`src/rtl/uart_pkg.sv`:
```
// Shared UART receive-path definitions: FSM encodings, oversample geometry, RCREG FIFO entry.
// Latency: n/a (types and constants only).
// Backpressure: n/a.
package uart_pkg;

    typedef enum logic [2:0] {
        RX_IDLE  = 3'd0,
        RX_START = 3'd1,
        RX_DATA  = 3'd2,
        RX_BIT9  = 3'd3,
        RX_STOP  = 3'd4
    } rx_state_t;

    localparam int RX_OVERSAMPLE = 16;
    localparam int RX_TICK_W     = $clog2(RX_OVERSAMPLE);

    // Majority sample points inside one bit time, and the last tick of a bit.
    localparam logic [RX_TICK_W-1:0] RX_TICK_S0   = RX_TICK_W'(7);
    localparam logic [RX_TICK_W-1:0] RX_TICK_S1   = RX_TICK_W'(8);
    localparam logic [RX_TICK_W-1:0] RX_TICK_S2   = RX_TICK_W'(9);
    localparam logic [RX_TICK_W-1:0] RX_TICK_LAST = RX_TICK_W'(RX_OVERSAMPLE - 1);

    localparam int RX_FIFO_DEPTH = 2;
    localparam int RX_ENTRY_W    = 10;

    typedef struct packed {
        logic       ferr;
        logic       bit9;
        logic [7:0] data;
    } rx_entry_t;

    function automatic logic maj3(input logic a, input logic b, input logic c);
        return (a & b) | (a & c) | (b & c);
    endfunction

endpackage

```
`src/rtl/uart_rx_fifo.sv`:
```
// RCREG holding FIFO, 2 x 10-bit; head entry is a register so the core sees registered data.
// Latency: push/pop visible at the outputs the cycle after the clock edge that applies them.
// Backpressure: none upstream; a push into a full FIFO without a same-cycle pop is dropped (caller flags overrun).
// Ports: clk, rst_n; push_vld/push_dat in; pop_vld in; head_dat, ne (non-empty), full out.
module uart_rx_fifo
    import uart_pkg::*;
(
    input  logic      clk,
    input  logic      rst_n,
    input  logic      push_vld,
    input  rx_entry_t push_dat,
    input  logic      pop_vld,
    output rx_entry_t head_dat,
    output logic      ne,
    output logic      full
);

    localparam logic [1:0] DEPTH = 2'(RX_FIFO_DEPTH);

    rx_entry_t  slot0;
    rx_entry_t  slot1;
    logic [1:0] cnt;
    logic [1:0] cnt_nxt;
    logic       pop_eff;
    logic       push_ok;

    // Pop is applied before push, so a full FIFO with a pop accepts the new entry.
    assign pop_eff = pop_vld && (cnt != 2'd0);
    assign push_ok = push_vld && ((cnt != DEPTH) || pop_eff);
    assign full    = (cnt == DEPTH);

    always_comb begin
        cnt_nxt = cnt;
        if (push_ok && !pop_eff) begin
            cnt_nxt = cnt + 2'd1;
        end else if (!push_ok && pop_eff) begin
            cnt_nxt = cnt - 2'd1;
        end
    end

    always_ff @(posedge clk or negedge rst_n) begin
        if (!rst_n) begin
            slot0 <= '0;
            slot1 <= '0;
            cnt   <= 2'd0;
            ne    <= 1'b0;
        end else begin
            cnt <= cnt_nxt;
            ne  <= (cnt_nxt != 2'd0);
            case ({push_ok, pop_eff})
                2'b10: begin
                    if (cnt == 2'd0) slot0 <= push_dat;
                    else             slot1 <= push_dat;
                end
                // Popping the last entry leaves slot0 stale on purpose: the
                // core keeps reading the last value while the FIFO is empty.
                2'b01: begin
                    if (cnt == DEPTH) slot0 <= slot1;
                end
                2'b11: begin
                    if (cnt == 2'd1) begin
                        slot0 <= push_dat;
                    end else begin
                        slot0 <= slot1;
                        slot1 <= push_dat;
                    end
                end
                default: ;
            endcase
        end
    end

    assign head_dat = slot0;

endmodule

```
`src/rtl/uart_rx_rsr.sv`:
```
// UART receive shift register: RXD sync, 16x majority sampling, 8/9-bit framing, RCREG FIFO, FERR/OERR.
// Latency: frame pushed on the stop-bit tick-9 edge; RCREG/RCIF outputs update the following cycle.
// Backpressure: none on the line; a frame arriving into a full FIFO is dropped and sets sticky OERR.
// Ports: clk, rst_n, UART_RXD, rx_sample_en, cren, rx9, aden, rcreg_rd_en in;
//        rcreg_reg_out, rx9d_out, ferr_out, oerr_out, rxif_set_en, rx_busy out (all registered).
module uart_rx_rsr
    import uart_pkg::*;
#(
    parameter int SYNC_STAGES = 2
) (
    input  logic       clk,
    input  logic       rst_n,
    input  logic       UART_RXD,
    input  logic       rx_sample_en,
    input  logic       cren,
    input  logic       rx9,
    input  logic       aden,
    input  logic       rcreg_rd_en,
    output logic [7:0] rcreg_reg_out,
    output logic       rx9d_out,
    output logic       ferr_out,
    output logic       oerr_out,
    output logic       rxif_set_en,
    output logic       rx_busy
);

    logic [SYNC_STAGES-1:0] sync_q;
    logic                   rxd_s;
    logic                   rxd_q;

    rx_state_t              state;
    logic [RX_TICK_W-1:0]   tick_cnt;
    logic [2:0]             bit_cnt;
    logic [2:0]             samp;
    logic [8:0]             rsr;
    logic                   oerr;

    logic                   third;
    logic                   maj;
    logic                   bit_end;
    logic                   stop_eval;
    logic                   keep;
    logic                   push_vld;
    logic                   ovf;
    rx_entry_t              push_dat;
    rx_entry_t              head_dat;
    logic                   fifo_ne;
    logic                   fifo_full;

    // Synchroniser idles high so reset never looks like a start edge.
    always_ff @(posedge clk or negedge rst_n) begin
        if (!rst_n) begin
            sync_q <= '1;
            rxd_q  <= 1'b1;
        end else begin
            sync_q <= {sync_q[SYNC_STAGES-2:0], UART_RXD};
            rxd_q  <= rxd_s;
        end
    end

    assign rxd_s = sync_q[SYNC_STAGES-1];

    // STOP is judged at tick 9, before the tick-9 sample is registered, so
    // the live synchronised bit stands in for the third vote there.
    assign third     = (tick_cnt == RX_TICK_S2) ? rxd_s : samp[2];
    assign maj       = maj3(samp[0], samp[1], third);
    assign bit_end   = rx_sample_en && (tick_cnt == RX_TICK_LAST);
    assign stop_eval = (state == RX_STOP) && rx_sample_en && (tick_cnt == RX_TICK_S2);

    // Address-detect drops 9-bit data frames (9th bit clear).
    assign keep     = !(rx9 && aden && !rsr[8]);
    assign push_vld = stop_eval && cren && keep;
    assign ovf      = push_vld && fifo_full && !rcreg_rd_en;

    assign push_dat.ferr = !maj;
    assign push_dat.bit9 = rx9 ? rsr[8] : 1'b0;
    assign push_dat.data = rsr[7:0];

    always_ff @(posedge clk or negedge rst_n) begin
        if (!rst_n) begin
            state    <= RX_IDLE;
            tick_cnt <= '0;
            bit_cnt  <= 3'd0;
            samp     <= 3'b111;
            rsr      <= 9'd0;
            oerr     <= 1'b0;
            rx_busy  <= 1'b0;
        end else if (!cren) begin
            state   <= RX_IDLE;
            oerr    <= 1'b0;
            rx_busy <= 1'b0;
        end else begin
            if (ovf) oerr <= 1'b1;

            if (rx_sample_en) begin
                if (tick_cnt == RX_TICK_S0) samp[0] <= rxd_s;
                if (tick_cnt == RX_TICK_S1) samp[1] <= rxd_s;
                if (tick_cnt == RX_TICK_S2) samp[2] <= rxd_s;
                if (state != RX_IDLE) tick_cnt <= tick_cnt + 1'b1;
            end

            case (state)
                RX_IDLE: begin
                    if (!oerr && rxd_q && !rxd_s) begin
                        state    <= RX_START;
                        tick_cnt <= '0;
                        rx_busy  <= 1'b1;
                    end
                end
                RX_START: begin
                    if (bit_end) begin
                        if (maj) begin
                            state   <= RX_IDLE;
                            rx_busy <= 1'b0;
                        end else begin
                            state   <= RX_DATA;
                            bit_cnt <= 3'd0;
                        end
                    end
                end
                RX_DATA: begin
                    if (bit_end) begin
                        rsr[7:0] <= {maj, rsr[7:1]};
                        bit_cnt  <= bit_cnt + 3'd1;
                        if (bit_cnt == 3'd7) state <= rx9 ? RX_BIT9 : RX_STOP;
                    end
                end
                RX_BIT9: begin
                    if (bit_end) begin
                        rsr[8] <= maj;
                        state  <= RX_STOP;
                    end
                end
                RX_STOP: begin
                    // Leave at tick 9 so a start edge right after a short
                    // stop bit is still caught in IDLE.
                    if (stop_eval) begin
                        state   <= RX_IDLE;
                        rx_busy <= 1'b0;
                    end
                end
                default: begin
                    state   <= RX_IDLE;
                    rx_busy <= 1'b0;
                end
            endcase
        end
    end

    uart_rx_fifo u_fifo (
        .clk      (clk),
        .rst_n    (rst_n),
        .push_vld (push_vld),
        .push_dat (push_dat),
        .pop_vld  (rcreg_rd_en),
        .head_dat (head_dat),
        .ne       (fifo_ne),
        .full     (fifo_full)
    );

    assign rcreg_reg_out = head_dat.data;
    assign rx9d_out      = head_dat.bit9;
    assign ferr_out      = head_dat.ferr;
    assign oerr_out      = oerr;
    assign rxif_set_en   = fifo_ne;

endmodule

```
`config.mk`:
```
export PLATFORM = sky130hd
export DESIGN_NAME = uart_rx_rsr
export DESIGN_NICKNAME = d
export VERILOG_FILES = /design/src/rtl/uart_pkg.sv /design/src/rtl/uart_rx_fifo.sv /design/src/rtl/uart_rx_rsr.sv
export SDC_FILE = /design/constraint.sdc
export NUM_CORES = 1
export LEC_CHECK = 0
export BUFFER_PORTS_ARGS = -buffer_cell sky130_fd_sc_hd__buf_2
export CAP_MARGIN = 20
export CORE_MARGIN = 2
export CORE_UTILIZATION = 59
export CTS_CLUSTER_DIAMETER = 100
export DETAILED_ROUTE_END_ITERATION = 10
export GPL_TIMING_DRIVEN = 0
export PLACE_DENSITY = 0.79
export SLEW_MARGIN = 20
export SYNTH_ARGS = -nofsm -noshare
export SYNTH_HDL_FRONTEND = slang
export SYNTH_SLANG_ARGS = --single-unit
```
`constraint.sdc`:
```
create_clock -name clk -period 2.3 [get_ports clk]
set_input_delay 0.23 -clock clk [delete_from_list [all_inputs] [get_ports clk]]
set_output_delay 0.23 -clock clk [all_outputs]
set_load 0.02 [all_outputs]
```
==> metrics.yaml <==
cts-buffers-inserted: 5
io_pins: 21
met3_usage_pct: 3.52
cts-hold-fix-buffers: 0
synth.avg_cell_area_sq_um: 11.1
clock_skew_ns: 0.0109
min_period_ns: 2.12
io_buffers: 19
cellPowerDensity_nw_per_um2: 918
fin_nets: 286
core_sq_um: 4380
insertion_delay_ns: 0.31
yosysWarningCount: 0
syn-num-nets: 259
max_freq_ghz: 0.473
hold_ws_ns: 0.0108
synth-seq-cells: 50
fin_crit_sh_pct: 92.0
grt_overflow: 0
first_pass_iters: 4
num_antenna_cells: 0
grt_pass1_vias: 1880
wirelength_microns: 4910
initial_core_util_pct: 61.6
clock_sinks: 50
top_usage_layer: "met2"
grt.met1_usage_pct: 26.3
synth-seq-area-share_pct: 46.6
outcome: "complete, no violations"
ant_nets: 0
gp_congestion: 0.804
vias_per_cell: 5.90
leakage_nw: 1.36
num_vias: 1905
crit_family: "compound AO/OA/AOI/OAI gates"
hold_viol: 0
worstPathCellList: "inv_1, ha_1, nand3b_1, a221oi_1, or2_2, clkbuf_1, o21ai_0"
synthFlopType: "dfrtp_1"
routedWlPerCell_microns: 15.2
die_area_sq_um: 5130
crit_path_top_delay_cell: "a221oi_1"
syn_area_sq_um: 2700
post-place-ws_ns: 0.215
syn_inst: 243
grt_pass1_wl_microns: 8450
start_kind: "flip-flop"
cts_tree: "yes"
cts.reportedPaths.clkPinSlew_ns: 0.09
hpwl_microns: 3510
die-height_microns: 71.7
async_flop_share_pct: 100
drt_iter0_markers: 58
ys_types: 59
cap_violations: 0
worstMarginPinSlew_ns: 0.618
drcViolationCount: 0
total_power_mw: 2.73
path_buf_inv: 2
worstSetupEndpointType: "flip-flop"
post_cts_buffers: 0
cts-root-buf: "clkbuf_8"
grt_max_degree: 51
rsz0062_at_grt: "false"
worstPathArrival_ns: 2.30
clockBufferDepth: 2
max-slew-margin-rel_pct: 58.8
cp_max_fo: 7
drv_slew: 0
fillers: 356
finalSetupViolCount: 0
track_usage_pct: 20.9
h-tree-depth: 2
drive_gt1_share_pct: 28.4
criticalPathCategory: "flip-flop to flip-flop"
hold_path_class: "input port to flip-flop"
met2_usage_pct: 36.2
ir_worst_vdd_mv: 0.415
max_stage_delay_ns: 0.49
num_rows: 24
synth_edf_count: 0
fin_ws_ns: 0.184
area_delta_synth_final_pct: 10.0
setup_tns_ns: 0
die_w_microns: 71.7
antenna_found_initial: 0
crit_required_ns: 2.48
cts_resized: 0
[layout by cell type, fill, tap and decap left out, drive strengths merged, types with 3 or more instances in the layout]
| cell | netlist | routed |
|---|---|---|
| ha | 8 | 8 |
| a31oi | 12 | 12 |
| dfstp | 6 | 6 |
| o21ai | 15 | 15 |
| inv | 8 | 9 |
| and2 | 3 | 3 |
| nand2 | 9 | 9 |
| buf | 10 | 29 |
| and4 | 3 | 3 |
| nand3 | 12 | 12 |
| dfrtp | 44 | 44 |
| mux2 | 20 | 20 |
| nor2 | 14 | 14 |
| o22ai | 3 | 3 |
| a21oi | 15 | 15 |
| mux2i | 3 | 3 |
| nor3 | 4 | 4 |
| o31ai | 5 | 5 |
| clkbuf | 7 | 12 |
[flip-flops by register name, summed over array words and instances, names as in the netlist, 2 cells and up]
signal,flops
state,3
tick_cnt,4
u_fifo.slot1,10
u_fifo.head_dat,10
u_fifo.cnt,2
bit_cnt,3
rsr,9
samp,3
sync_q,2
[synth_stat cells (2+ instances only)]
cell | number | share of area, %
a21boi_0 | 2 | 0.56
a21oi_1 | 15 | 2.8
a221oi_1 | 2 | 0.65
a31oi_1 | 12 | 2.8
and2_1 | 3 | 0.70
and4_1 | 3 | 0.97
buf_2 | 5 | 0.93
buf_6 | 4 | 1.7
clkbuf_1 | 7 | 0.97
dfrtp_1 | 44 | 41
dfstp_2 | 6 | 5.8
ha_1 | 8 | 3.7
inv_1 | 8 | 1.1
mux2_2 | 14 | 5.8
mux2_4 | 6 | 3.3
mux2i_1 | 3 | 1.1
nand2_1 | 9 | 1.3
nand3_1 | 8 | 1.5
nand3_2 | 4 | 1.5
nand3b_1 | 2 | 0.56
nor2_1 | 14 | 1.9
nor2b_1 | 2 | 0.46
nor3_1 | 3 | 0.56
o21a_1 | 2 | 0.56
o21ai_0 | 15 | 2.8
o22ai_1 | 3 | 0.70
o31ai_1 | 5 | 1.4
or3_1 | 2 | 0.46
xor2_1 | 2 | 0.65
[cell families after synthesis]
logic type,share of synthesized area [%]
AO/OA/AOI/OAI,16.2
XOR/XNOR,0.973
adder cells (fa/ha/maj),3.71
buffers and inverters,4.82
flip-flops,46.6
multiplexers,10.3
AND/OR/NAND/NOR,17.4
[metal layers]
layer / wire, microns / share of wire [%] / vias up
li1: - / - / 958
met1: 2280 / 46 / 899
met2: 2400 / 49 / 41
met3: 158 / 3.2 / 7
met4: 76 / 1.5 / 0
met5: 0 / 0 / -
[area by class of cell]
class	instances	area (sq um)	area share (%)
repair buffers	20	108	3.62
flip-flops and latches	50	1260	42.4
clock inverters	3	28.8	0.969
inverters	8	30.0	1.01
plain buffers	17	100	3.37
clock buffers	5	68.8	2.32
multi-input cells	168	1310	44.1
well taps	52	65.1	2.19
[power breakdown]
part	internal [mW]	switching [mW]
clock	0.226	0.322
sequential	1.05	0.0979
combinational	0.394	0.636
total	1.67	1.06
[per-stage QoR]
step	instance area, sq um	utilization (%)	cells
2_1_floorplan	2700	-	243
3_3_place_gp	2860	65.2	314
3_5_place_dp	2860	65.2	314
4_1_cts	2960	67.5	322
5_1_grt	2970	67.8	323
6_report	2970	67.8	323
[path summary, 6_finish.rpt]
kind	startpoint	to	slack, ns	depth (start not counted)
min in group asynchronous	rst_n	oerr_out	0.46	2
worst min-delay path	UART_RXD	sync_q[0]	0.01	1
worst max register to register	tick_cnt[1]	rsr[7]	0.18	7
max in group asynchronous	rst_n	rsr[4]	1.41	2
worst max-delay path	tick_cnt[1]	rsr[7]	0.18	7
worst min register to register	sync_q[0]	sync_q[1]	0.36	0
[worst register-to-register path: cells and delay by family, from the launching register on]
kind / cells / cell delay, ns
and+or+nand+nor: 2 / 0.31
DFF: 1 / 0.41
adders and majority gates: 1 / 0.24
buffers and inverters: 2 / 0.37
AOI/OAI and AO/OA: 2 / 0.65
Power figures use the tool's default switching activity.
